File: config.mk
export PLATFORM = sky130hd
export DESIGN_NAME = led_frame_writer
export DESIGN_NICKNAME = d
export VERILOG_FILES = /design/src/rtl/led_matrix_pkg.sv /design/src/rtl/led_fb_bank.sv /design/src/rtl/led_frame_writer.sv
export SDC_FILE = /design/constraint.sdc
export NUM_CORES = 1
export LEC_CHECK = 0
export ABC_AREA = 1
export CAP_MARGIN = 25
export CORE_ASPECT_RATIO = 1.5
export CORE_UTILIZATION = 35
export CTS_CLUSTER_SIZE = 20
export DETAILED_ROUTE_END_ITERATION = 8
export GPL_TIMING_DRIVEN = 1
export SETUP_SLACK_MARGIN = 0.15
export SLEW_MARGIN = 10
export SYNTH_ARGS = -nofsm -noshare
export SYNTH_HDL_FRONTEND = slang
export SYNTH_SLANG_ARGS = --single-unit
File: constraint.sdc
create_clock -name clk_i -period 2.35 [get_ports clk_i]
set_input_delay 0.47 -clock clk_i [delete_from_list [all_inputs] [get_ports clk_i]]
set_output_delay 0.47 -clock clk_i [all_outputs]
set_load 0.005 [all_outputs]
File: src/rtl/led_matrix_pkg.sv
// led_matrix_pkg
//   Shared definitions for the 8x8 RGB LED matrix blocks (frame writer and
//   row scanner): matrix geometry, colour bit positions inside a 3-bit
//   pixel, the write-side FSM state encoding and a helper that splits a
//   raster pixel index into row/column.
package led_matrix_pkg;

  localparam int ROWS    = 8;
  localparam int COLS    = 8;
  localparam int ROW_W   = 3;
  localparam int COL_W   = 3;
  localparam int PTR_W   = ROW_W + COL_W;
  localparam int COLOR_W = 3;

  // Bit positions of each colour inside a pixel word.
  localparam int COLOR_R = 0;
  localparam int COLOR_G = 1;
  localparam int COLOR_B = 2;

  // Raster index of the last pixel of a frame.
  localparam logic [PTR_W-1:0] LAST_PIX = PTR_W'(ROWS * COLS - 1);

  typedef enum logic [1:0] {
    WR_IDLE      = 2'd0,
    WR_FILL      = 2'd1,
    WR_WAIT_SWAP = 2'd2
  } wr_state_e;

  typedef struct packed {
    logic [ROW_W-1:0] row;
    logic [COL_W-1:0] col;
  } pix_addr_t;

  // Row-major raster: upper bits select the row, lower bits the column.
  function automatic pix_addr_t ptr_to_addr(input logic [PTR_W-1:0] ptr);
    pix_addr_t a;
    a.row = ptr[PTR_W-1:COL_W];
    a.col = ptr[COL_W-1:0];
    return a;
  endfunction

endpackage

File: src/rtl/led_fb_bank.sv
// led_fb_bank
//   One 8x8 RGB frame buffer, stored as three bit-planes (R, G, B), each an
//   array of rows with one bit per column.
//   Ports:
//     clk_i, rst_ni            clock, async active-low reset (clears contents)
//     we_i, wr_row_i, wr_col_i single-pixel write port
//     wr_data_i                pixel colour (bit0 R, bit1 G, bit2 B)
//     rd_row_i                 row to read
//     rd_r_o/rd_g_o/rd_b_o     registered row read, bit c = column c
module led_fb_bank
  import led_matrix_pkg::*;
#(
  parameter int ROWS = led_matrix_pkg::ROWS,
  parameter int COLS = led_matrix_pkg::COLS
) (
  input  logic               clk_i,
  input  logic               rst_ni,
  input  logic               we_i,
  input  logic [ROW_W-1:0]   wr_row_i,
  input  logic [COL_W-1:0]   wr_col_i,
  input  logic [COLOR_W-1:0] wr_data_i,
  input  logic [ROW_W-1:0]   rd_row_i,
  output logic [COLS-1:0]    rd_r_o,
  output logic [COLS-1:0]    rd_g_o,
  output logic [COLS-1:0]    rd_b_o
);

  logic [COLS-1:0] r_mem [ROWS];
  logic [COLS-1:0] g_mem [ROWS];
  logic [COLS-1:0] b_mem [ROWS];

  // NOTE: this storage is built from flops with an async reset because the
  // buffer must read back as blank the moment reset asserts; a large RAM
  // would normally be left unreset and cleared by a sweep instead.
  // NOTE: sequential state uses non-blocking assignments so every flop
  // samples the pre-edge values, independent of statement order.
  always_ff @(posedge clk_i or negedge rst_ni) begin
    if (!rst_ni) begin
      for (int r = 0; r < ROWS; r++) begin
        r_mem[r] <= '0;
        g_mem[r] <= '0;
        b_mem[r] <= '0;
      end
    end else if (we_i) begin
      r_mem[wr_row_i][wr_col_i] <= wr_data_i[COLOR_R];
      g_mem[wr_row_i][wr_col_i] <= wr_data_i[COLOR_G];
      b_mem[wr_row_i][wr_col_i] <= wr_data_i[COLOR_B];
    end
  end

  always_ff @(posedge clk_i or negedge rst_ni) begin
    if (!rst_ni) begin
      rd_r_o <= '0;
      rd_g_o <= '0;
      rd_b_o <= '0;
    end else begin
      rd_r_o <= r_mem[rd_row_i];
      rd_g_o <= g_mem[rd_row_i];
      rd_b_o <= b_mem[rd_row_i];
    end
  end

endmodule

File: src/rtl/led_frame_writer.sv
// led_frame_writer
//   Double-buffered frame store for an 8x8 RGB LED matrix. A pixel stream
//   fills the back buffer in raster order; once complete, the buffers swap
//   on the scanner's next start-of-frame so the display never shows a torn
//   frame.
//   Ports:
//     clk_i, rst_ni                 clock, async active-low reset
//     pix_valid_i/pix_ready_o       pixel handshake
//     pix_data_i, pix_sof_i         pixel colour, start-of-frame marker
//     rd_row_i, rd_frame_start_i    scanner row request, row-0 start pulse
//     rd_r_o/rd_g_o/rd_b_o          front-buffer row, 1-cycle latency
//     frame_done_o, swap_o,
//     err_sof_o                     one-cycle status pulses
module led_frame_writer
  import led_matrix_pkg::*;
#(
  parameter int ROWS = led_matrix_pkg::ROWS,
  parameter int COLS = led_matrix_pkg::COLS
) (
  input  logic               clk_i,
  input  logic               rst_ni,
  input  logic               pix_valid_i,
  output logic               pix_ready_o,
  input  logic [COLOR_W-1:0] pix_data_i,
  input  logic               pix_sof_i,
  input  logic [ROW_W-1:0]   rd_row_i,
  input  logic               rd_frame_start_i,
  output logic [COLS-1:0]    rd_r_o,
  output logic [COLS-1:0]    rd_g_o,
  output logic [COLS-1:0]    rd_b_o,
  output logic               frame_done_o,
  output logic               swap_o,
  output logic               err_sof_o
);

  wr_state_e        state_q, state_d;
  logic [PTR_W-1:0] wr_ptr_q, wr_ptr_d;
  logic             front_sel_q, front_sel_d;
  logic             rd_sel_q;
  logic             ready_q, ready_d;
  logic             done_q, done_d;
  logic             swap_q, swap_d;
  logic             err_q, err_d;

  logic             pix_accept;
  logic             wr_en;
  logic [PTR_W-1:0] wr_idx;
  pix_addr_t        wr_addr;

  logic [COLS-1:0]  b0_r, b0_g, b0_b;
  logic [COLS-1:0]  b1_r, b1_g, b1_b;

  assign pix_accept = pix_valid_i && ready_q;
  assign wr_addr    = ptr_to_addr(wr_idx);

  // NOTE: every signal driven here gets a default before the case so no
  // path leaves it unassigned, which would infer a latch.
  always_comb begin
    state_d     = state_q;
    wr_ptr_d    = wr_ptr_q;
    front_sel_d = front_sel_q;
    wr_en       = 1'b0;
    wr_idx      = wr_ptr_q;
    done_d      = 1'b0;
    swap_d      = 1'b0;
    err_d       = 1'b0;

    unique case (state_q)
      WR_IDLE: begin
        // Anything before a start-of-frame is dropped so we resync cleanly.
        if (pix_accept && pix_sof_i) begin
          wr_en    = 1'b1;
          wr_idx   = '0;
          wr_ptr_d = PTR_W'(1);
          state_d  = WR_FILL;
        end
      end

      WR_FILL: begin
        if (pix_accept) begin
          wr_en = 1'b1;
          if (pix_sof_i && wr_ptr_q != '0) begin
            // Early SOF restarts the frame; stale pixels are overwritten
            // as the new frame arrives.
            err_d    = 1'b1;
            wr_idx   = '0;
            wr_ptr_d = PTR_W'(1);
          end else if (wr_ptr_q == LAST_PIX) begin
            done_d   = 1'b1;
            wr_ptr_d = '0;
            state_d  = WR_WAIT_SWAP;
          end else begin
            wr_ptr_d = wr_ptr_q + PTR_W'(1);
          end
        end
      end

      WR_WAIT_SWAP: begin
        if (rd_frame_start_i) begin
          front_sel_d = ~front_sel_q;
          swap_d      = 1'b1;
          state_d     = WR_IDLE;
        end
      end

      default: state_d = WR_IDLE;
    endcase
  end

  // Ready is registered so it reads 0 throughout reset and rises on the
  // first edge after release.
  assign ready_d = (state_d != WR_WAIT_SWAP);

  always_ff @(posedge clk_i or negedge rst_ni) begin
    if (!rst_ni) begin
      state_q     <= WR_IDLE;
      wr_ptr_q    <= '0;
      front_sel_q <= 1'b0;
      rd_sel_q    <= 1'b0;
      ready_q     <= 1'b0;
      done_q      <= 1'b0;
      swap_q      <= 1'b0;
      err_q       <= 1'b0;
    end else begin
      state_q     <= state_d;
      wr_ptr_q    <= wr_ptr_d;
      front_sel_q <= front_sel_d;
      // Output mux follows front_sel one edge late, so it always selects
      // the bank whose read register was loaded under the same selection.
      rd_sel_q    <= front_sel_q;
      ready_q     <= ready_d;
      done_q      <= done_d;
      swap_q      <= swap_d;
      err_q       <= err_d;
    end
  end

  // front_sel=0: bank0 is displayed, bank1 is written; and vice versa.
  led_fb_bank #(.ROWS(ROWS), .COLS(COLS)) u_bank0 (
    .clk_i     (clk_i),
    .rst_ni    (rst_ni),
    .we_i      (wr_en && front_sel_q),
    .wr_row_i  (wr_addr.row),
    .wr_col_i  (wr_addr.col),
    .wr_data_i (pix_data_i),
    .rd_row_i  (rd_row_i),
    .rd_r_o    (b0_r),
    .rd_g_o    (b0_g),
    .rd_b_o    (b0_b)
  );

  led_fb_bank #(.ROWS(ROWS), .COLS(COLS)) u_bank1 (
    .clk_i     (clk_i),
    .rst_ni    (rst_ni),
    .we_i      (wr_en && !front_sel_q),
    .wr_row_i  (wr_addr.row),
    .wr_col_i  (wr_addr.col),
    .wr_data_i (pix_data_i),
    .rd_row_i  (rd_row_i),
    .rd_r_o    (b1_r),
    .rd_g_o    (b1_g),
    .rd_b_o    (b1_b)
  );

  assign rd_r_o = rd_sel_q ? b1_r : b0_r;
  assign rd_g_o = rd_sel_q ? b1_g : b0_g;
  assign rd_b_o = rd_sel_q ? b1_b : b0_b;

  assign pix_ready_o  = ready_q;
  assign frame_done_o = done_q;
  assign swap_o       = swap_q;
  assign err_sof_o    = err_q;

endmodule

==> impl_metrics.yaml, run 1 <==
timing:
  finClkSkew_ps: 19.1
  final_max_slew_viol_count: 0
  timing.final.crit_share_pct: 100
  fin_ws_ps: -8.03
  tightest_slew_ps: 692
  relSlewSlack_pct: 53.8
  setup_violations: 3
  finalHoldWorstSlack_ps: 338
  post-route-min-period_ps: 2360
  finalHoldViolCount: 0
  fmax_mhz: 424
  rsz0062_at_grt: "yes"
min_path:
  min_path_cells: 3
  min_to: "u_bank1.r_mem[27]$_DFFE_PN0P_"
  hold_start: "pix_data_i[0]"
  hold_path.class: "in -> reg"
worst_setup_path:
  crit_path_max_incr_delay_ps: 440
  r2r_start: "state_q[0]$_DFF_PN0_"
  reg2reg_depth: 11
  endpoint_kind: "primary output"
  crit_chain: "buf_12 -> buf_16 -> buf_12 -> mux2_4 -> buf_6"
  cp_num_buf_inv: 4
  rrSetupSlack_ps: 270
  r2r_end: "u_bank1.b_mem[53]$_DFFE_PN0P_"
  startpoint_type: "flip-flop"
  critPathTopFamily: "buffers and inverters"
  worst_path_max_delay_cell: "dfrtp_2"
  required_ps: 1880
  timing_worst_setup_path_type: "reg -> out"
  cp_data_arrival_time_ps: 1890
  setup.worst_path.start: "rd_sel_q$_DFF_PN0_"
  cp_common_cell: "buf_12"
  critPathMaxFanout: 4
synth:
  yosysWarningCount: 0
  syn_inst: 2731
  ys_ff_latch: 446
  post-synth-top-area-cell: "dfrtp_1"
  ys.flop_type: "dfrtp_1"
  synth_edf_count: 0
  synth_top_area_share_pct: 50.9
  async_flop_share_pct: 100
  yosys-top-cells-area: "dfrtp_1 (51%), nand2_1 (16%), nand4_1 (8.0%)"
  syn_area_um2: 21900
  seq_area_frac_synth_pct: 50.9
  syn_nets: 2744
  synthDistinctLibCells: 32
  synth.avg_cell_area_um2: 8.03
finish:
  syn_to_final_growth_pct: 19.2
  utilization_pct: 42.1
  fill_cells: 6005
  fin_nets: 2777
  layout-drive-gt1-share_pct: 13.8
  layout_commonest_cell: "nand2_1"
  layout_common_cells: "nand2_1 (950), dfrtp_1 (444), nor2_1 (317), nand4_1 (280), o21ai_0 (131)"
  n_antenna_cell: 0
  final_area_um2: 26100
detailed_routing:
  wl_um: 68300
  drc: 2
  via_count: 20100
  viasPerCell: 5.58
  firstDrtPassIters: 9
  wire_per_inst_um: 19.0
  drt-initial-drc-count: 1848
  antenna_left: 0
global_routing:
  grt_pass1_vias: 19900
  overflow: 0
  grt_max_degree: 113
  global_route.usage.total_pct: 21.4
  antenna_found_initial: 0
  grt_pass1_wl_um: 108000
placed_design:
  placed_cell_area_um2: 24100
  gp_congestion: 0.836
  preCtsSetupSlack_ps: -347
  port_buffers: 38
  dpl.hpwl_um: 41000
status:
  status: "finished, violations left"
  violations: "DRC, setup timing"
clock_tree:
  clk_pin_slew_ps: 70
  cts_tree: "done"
  clk_path_buf_depth: 3
  cts-root-buf: "clkbuf_16"
  htreeDepth: 2
  clock_sinks: 446
  cts_buffers: 44
  clock_latency_ps: 570
floorplan:
  rows: 112
  core_um2: 62100
  die_h_um: 309
  dieArea_um2: 63700
  start_util_pct: 35.3
  die_x_um: 206
  io_pins: 39
run:
  maxCapViolations: 0
power:
  power.density_nw_per_um2: 806
  power_mw: 21.1
  vdd_ir_drop_max_mv: 0.406
  p_leak_nw: 13.0
==> state kept, by name (all words and copies together) (netlist names), 64 cells and up <==
signal / cells
u_bank0.b_mem: 64
u_bank0.g_mem: 64
u_bank0.r_mem: 64
u_bank1.b_mem: 64
u_bank1.g_mem: 64
u_bank1.r_mem: 64
==> routing by layer <==
metal | vias to the layer above | part of all wire, % | global-route usage (%)
li1 | 9292 | - | -
met1 | 9898 | 40 | 26.6
met2 | 729 | 50 | 36.6
met3 | 147 | 5.3 | 2.39
met4 | 0 | 4.7 | 10.1
met5 | - | 0 | 0
==> worst register-to-register path, delay by kind of cell, from the launching register on <==
kind          cells  cell delay [ps]
flops             1              420
simple gates      8             1110
buf+inv           3              440
==> Yosys cell counts, types with 4 or more instances <==
library cell and n:
nand2_1 951, dfrtp_1 446, nor2_1 326, nand4_1 280, o21ai_0 131, clkbuf_1 128
nand3_1 123, o32ai_1 96, buf_2 74, inv_1 30, buf_1 26, mux2_2 24
nand3_2 23, buf_4 14, o21ai_1 14, nor2_4 8, a21oi_1 5, inv_2 4
nand2_2 4, nor3_1 4
==> worst max path at each step <==
stage               depth (start not counted)                            end
CTS                                         5                      rd_r_o[0]
detailed placement                         10  u_bank1.r_mem[54]$_DFFE_PN0P_
finish                                      5                      rd_b_o[5]
global placement                           10  u_bank1.g_mem[46]$_DFFE_PN0P_
floorplan                                  10  u_bank0.b_mem[59]$_DFFE_PN0P_
global route                                5                      rd_g_o[5]
==> cell families (layout without fill, tap and decap cells) <==
logic type | count (synthesis) | after routing | synth area share [%]
multiplexers | 24 | 24 | 1.23
buffers and inverters | 281 | 343 | 5.61
AND/OR/NAND/NOR | 1725 | 1728 | 34.7
AO/OA/AOI/OAI | 251 | 251 | 7.41
XOR/XNOR | 2 | 2 | 0.0799
flip-flops | 446 | 446 | 50.9
adder cells (fa/ha/maj) | 2 | 2 | 0.114
==> repair_timing <==
action	CTS	global route
setup buffers	15	4
cloned	4	6
hold buffers	1	0
hold endpoints to repair	23	0
setup endpoints to repair	97	227
pin swaps	2	4
gates resized for setup	135	23
==> power by group <==
part	total (mW)	internal [mW]	leakage, nW	switching (mW)
Combinational	5.26	2.05	6.17	3.21
Sequential	8.66	8.30	6.12	0.356
Clock	7.16	4.05	0.719	3.12
Total	21.1	14.4	13.0	6.68
==> stage by stage <==
step | TNS, ps | instances
after global placement | -42540 | 3486
after detailed placement | -59190 | 3486
after floorplan | 0 | 2731
after CTS | -179 | 3584
final | -18.9 | 3594
after global routing | -156 | 3594
==> final cells by class <==
class / instances / area, um2 / area share [%]
clock buffer: 61 / 1290 / 4.92
timing repair buffer: 229 / 2710 / 10.4
tap: 798 / 998 / 3.82
inverter: 36 / 148 / 0.565
clock inverter: 17 / 148 / 0.565
sequential: 446 / 11200 / 42.7
multi-input combinational: 2007 / 9690 / 37.1
Note: power is estimated with default switching activity, not from simulation.
==> inputs of run 2 (changes only) <==
- SETUP_SLACK_MARGIN: 0.15 -> 0.05
==> impl_metrics.yaml, run 2 (synthesis results as in run 1) <==
status:
  status: "finished, violations left"
  violations: "DRC, setup timing"
min_path:
  min_to: "u_bank1.r_mem[27]$_DFFE_PN0P_"
  hold_start: "pix_data_i[0]"
  hold_path.class: "in -> reg"
  min_path_cells: 3
timing:
  rsz0062_at_grt: "yes"
  timing.final.crit_share_pct: 100
  finalHoldWorstSlack_ps: 341
  post-route-min-period_ps: 2350
  finClkSkew_ps: 19.7
  tightest_slew_ps: 752
  tns_ps: -5.75
  final_max_slew_viol_count: 0
  fin_ws_ps: -3.13
  relSlewSlack_pct: 49.8
  setup_violations: 2
  fmax_mhz: 425
  finalHoldViolCount: 0
clock_tree:
  htreeDepth: 2
  clock_sinks: 446
  cts_tree: "done"
  clock_latency_ps: 570
  clk_path_buf_depth: 3
  clk_pin_slew_ps: 70
  cts_buffers: 44
  cts-root-buf: "clkbuf_16"
global_routing:
  global_route.usage.total_pct: 21.2
  grt_max_degree: 113
  grt_pass1_wl_um: 108000
  antenna_found_initial: 0
  overflow: 0
  grt_pass1_vias: 19800
worst_setup_path:
  reg2reg_depth: 8
  cp_data_arrival_time_ps: 1880
  r2r_end: "u_bank0.g_mem[6]$_DFFE_PN0P_"
  cp_num_buf_inv: 4
  endpoint_kind: "primary output"
  critPathTopFamily: "buffers and inverters"
  cp_common_cell: "buf_12"
  rrSetupSlack_ps: 230
  timing_worst_setup_path_type: "reg -> out"
  crit_path_max_incr_delay_ps: 440
  startpoint_type: "flip-flop"
  worst_path_max_delay_cell: "dfrtp_2"
  r2r_start: "wr_ptr_q[1]$_DFFE_PN0P_"
  critPathMaxFanout: 4
  required_ps: 1880
  crit_chain: "buf_12 -> buf_16 -> buf_12 -> mux2_4 -> buf_6"
placed_design:
  dpl.hpwl_um: 41000
  gp_congestion: 0.836
  port_buffers: 38
  place_inst: 3486
floorplan:
  die_x_um: 206
  dieArea_um2: 63700
  die_h_um: 309
  start_util_pct: 35.3
  rows: 112
  core_um2: 62100
  io_pins: 39
power:
  power_mw: 20.8
  power.density_nw_per_um2: 804
  p_leak_nw: 12.9
  vdd_ir_drop_max_mv: 0.408
finish:
  n_antenna_cell: 0
  layout-drive-gt1-share_pct: 13.2
  fill_cells: 6023
  layout_common_cells: "nand2_1 (951), dfrtp_1 (445), nor2_1 (325), nand4_1 (280), o21ai_0 (131)"
  syn_to_final_growth_pct: 18.0
  finalNonFillerCells: 3586
  regArea_um2: 11200
  multi_input_area_um2: 9640
  utilization_pct: 41.7
  fin_nets: 2769
  layout_commonest_cell: "nand2_1"
detailed_routing:
  firstDrtPassIters: 8
  via_count: 20000
  drc: 2
  antenna_left: 0
  viasPerCell: 5.57
  wl_um: 67400
  wire_per_inst_um: 18.8
  drt-initial-drc-count: 1847
run:
  maxCapViolations: 0
==> run 2: cell count changes in the layout (fill, tap and decap cells not counted), moves of 2 or more <==
cell,delta
buf_6,-6
nor2_1,+8
buf_12,-2
nor2_4,-2
buf_2,+7
buf_4,-3
clkbuf_16,-3
nor2_2,-7
==> run 2: worst max path at each step <==
stage / to / slack, ps / cells after the start / startpoint
global route: rd_g_o[5] / -40 / 5 / rd_sel_q$_DFF_PN0_
global placement: u_bank1.g_mem[46]$_DFFE_PN0P_ / -260 / 10 / pix_valid_i
floorplan: u_bank0.b_mem[59]$_DFFE_PN0P_ / 570 / 10 / wr_ptr_q[1]$_DFFE_PN0P_
finish: rd_b_o[5] / -3 / 5 / rd_sel_q$_DFF_PN0_
CTS: rd_r_o[0] / -40 / 5 / rd_sel_q$_DFF_PN0_
detailed placement: u_bank1.r_mem[54]$_DFFE_PN0P_ / -350 / 10 / pix_sof_i
==> run 2: area by class of cell <==
cell class,instances,share of cell area (%)
inverter,36,0.560
clock inverter,17,0.570
timing repair buffer,222,9.73
clock buffer,61,4.97
multi-input combinational,2006,37.2
tap,798,3.86
sequential,446,43.1
==> run 2: where the power goes <==
| group | total, mW | switching [mW] | internal (mW) |
|---|---|---|---|
| Clock | 7.16 | 3.11 | 4.05 |
| Sequential | 8.65 | 0.355 | 8.30 |
| Combinational | 5.02 | 3.12 | 1.90 |
==> run 2: per-layer routing <==
| metal | track usage [%] | part of all wire (%) |
|---|---|---|
| met2 | 36.5 | 50 |
| met3 | 2.39 | 5.2 |
| met1 | 26.5 | 40 |
| met4 | 9.73 | 4.7 |
| met5 | 0 | 0 |
==> run 2: timing repair <==
action | CTS | global route
cloned | 3 | 3
gates resized for setup | 128 | 5
hold buffers | 1 | 0
endpoints found under the hold margin | 23 | 0
pin swaps | 0 | 4
buffers inserted | 11 | 5
endpoints found under the setup margin | 24 | 129
==> run 2: tightest hold or removal path, cell delays in order <==
cell	delay, ps
buf_4	220
nand4_1	130
nand2_1	50
==> run 2: through the flow <==
stage	setup slack, ps	instance area (um2)
global route	-37.9	25900
global placement	-258	24100
floorplan	565	21900
finish	-3.13	25900
detailed placement	-347	24100
CTS	-35.5	25800
==> inputs of run 3 (changes only) <==
- PLACE_DENSITY: default -> 0.63
- clock period: 2.35 -> 1.9 ns (I/O delays scaled with it)
==> impl_metrics.yaml, run 3 (synthesis results as in run 1) <==
global_routing:
  grt_max_degree: 79
  grt_pass1_wl_um: 117000
  global_route.usage.total_pct: 23.4
  grt_pass1_vias: 21300
  antenna_found_initial: 0
  overflow: 0
floorplan:
  rows: 112
  die_x_um: 206
  core_um2: 62100
  start_util_pct: 35.3
  dieArea_um2: 63700
  io_pins: 39
  die_h_um: 309
timing:
  tightest_slew_ps: 688
  fmax_mhz: 442
  tns_ps: -49700
  setup_violations: 407
  timing.final.crit_share_pct: 119
  final_max_slew_viol_count: 0
  relSlewSlack_pct: 54.1
  finClkSkew_ps: 22.9
  post-route-min-period_ps: 2260
  rsz0062_at_grt: "yes"
  finalHoldViolCount: 0
  fin_ws_ps: -364
placed_design:
  gp_congestion: 0.825
  dpl.hpwl_um: 40900
  preCtsSetupSlack_ps: -748
  port_buffers: 38
finish:
  layout_commonest_cell: "nand2_1"
  syn_to_final_growth_pct: 43.0
  layout-drive-gt1-share_pct: 29.4
  fin_nets: 2997
  n_antenna_cell: 0
  layout_common_cells: "nand2_1 (803), dfrtp_1 (442), nor2_1 (296), nand4_1 (280), buf_4 (166)"
clock_tree:
  cts_buffers: 42
  clock_sinks: 446
  clk_pin_slew_ps: 60
  htreeDepth: 2
  clk_path_buf_depth: 3
  clock_latency_ps: 570
  cts_tree: "done"
  cts-root-buf: "clkbuf_16"
power:
  p_int_mw: 20.3
  p_seq_share_pct: 35.3
  vdd_ir_drop_max_mv: 0.693
  p_leak_nw: 14.8
  power_frac_comb_pct: 36.5
  power.density_nw_per_um2: 970
  power_frac_clock_pct: 28.2
  swShare_pct: 33.2
  switchingPower_mw: 10.1
run:
  maxCapViolations: 0
detailed_routing:
  wl_um: 80600
  drc: 3
  antenna_left: 0
  via_count: 21900
  viasPerCell: 5.75
  firstDrtPassIters: 9
  drt-initial-drc-count: 2159
  wire_per_inst_um: 21.1
min_path:
  hold_path.class: "in -> reg"
status:
  status: "finished, violations left"
  violations: "DRC, setup timing"
worst_setup_path:
  endpoint_kind: "primary output"
  cp_data_arrival_time_ps: 1880
  timing_worst_setup_path_type: "reg -> out"
  required_ps: 1520
  critPathMaxFanout: 7
  startpoint_type: "flip-flop"
[run 3: cell types whose count changed in the layout (fill, tap and decap cells not counted), sizes merged]
cell           delta
dlygate4sd2       +1
inv               -2
nor2              +1
clkdlybuf4s50     -1
buf             +206
bufinv            +1
clkbuf           +15
clkinvlp          +2
clkinv            +2
bufbuf            +3
[run 3: stage by stage]
step,utilization (%),total power [mW],hold slack [ps],std cells,area (um2)
floorplan,-,14.1,84.4,2731,21900
global placement,39.6,16.8,325,3542,24600
detailed placement,39.6,16.8,322,3542,24600
CTS,46.6,28.5,126,3740,28900
global route,50.6,31.4,152,3814,31400
finish,50.6,30.5,144,3814,31400
[run 3: critical path: stages (launching register included)]
cell and delay (ps):
dfrtp_2 410, buf_12 150, buf_12 160, buf_8 130, mux2_4 330, buf_6 130
[run 3: path summary, 6_finish.rpt]
| path | from | end | slack, ps | cells after the start |
|---|---|---|---|---|
| max in group asynchronous | rst_ni | pix_ready_o$_DFF_PN0_ | 820 | 3 |
| min in group asynchronous | rst_ni | u_bank0.r_mem[43]$_DFFE_PN0P_ | 330 | 2 |
| worst max register to register | state_q[1]$_DFF_PN0_ | u_bank0.r_mem[20]$_DFFE_PN0P_ | -260 | 15 |
| worst max-delay path | rd_sel_q$_DFF_PN0_ | rd_b_o[4] | -360 | 5 |
| worst min-delay path | pix_data_i[0] | u_bank1.r_mem[36]$_DFFE_PN0P_ | 140 | 3 |
| worst min register to register | front_sel_q$_DFFE_PN0P_ | rd_sel_q$_DFF_PN0_ | 460 | 0 |
[run 3: cell type report]
| cell class | count | area [um2] |
|---|---|---|
| fill | 5329 | 30700 |
| multi-input combinational | 2007 | 11600 |
| sequential | 446 | 11200 |
| timing repair buffer | 451 | 6090 |
| clock buffer | 56 | 1190 |
| tap | 798 | 998 |
| inverter | 36 | 186 |
| clock inverter | 20 | 156 |
[run 3: power by group through the flow]
stage	combinational (mW)	clock, mW	sequential (mW)
2_1_floorplan	3.34	0	10.7
3_3_place_gp	5.91	0	10.8
3_5_place_dp	5.94	0	10.9
4_1_cts	9.16	8.63	10.7
5_1_grt	11.6	9.01	10.8
6_report	11.1	8.59	10.7
[run 3: what timing repair did]
| action | CTS | global route |
|---|---|---|
| setup buffers | 85 | 73 |
| hold buffers | 1 | 0 |
| cloned | 38 | 27 |
| pin swaps | 133 | 286 |
| gates resized for setup | 376 | 438 |
| endpoints found under the setup margin | 402 | 410 |
| hold endpoints to repair | 26 | 0 |
[run 3: per-layer routing]
| layer | up-vias | GRT usage [%] | part of all wire [%] |
|---|---|---|---|
| li1 | 9807 | - | - |
| met1 | 10800 | 27.2 | 36 |
| met2 | 1001 | 40.2 | 50 |
| met3 | 290 | 3.26 | 6.5 |
| met4 | 0 | 14.9 | 7.2 |
| met5 | - | 0 | 0 |
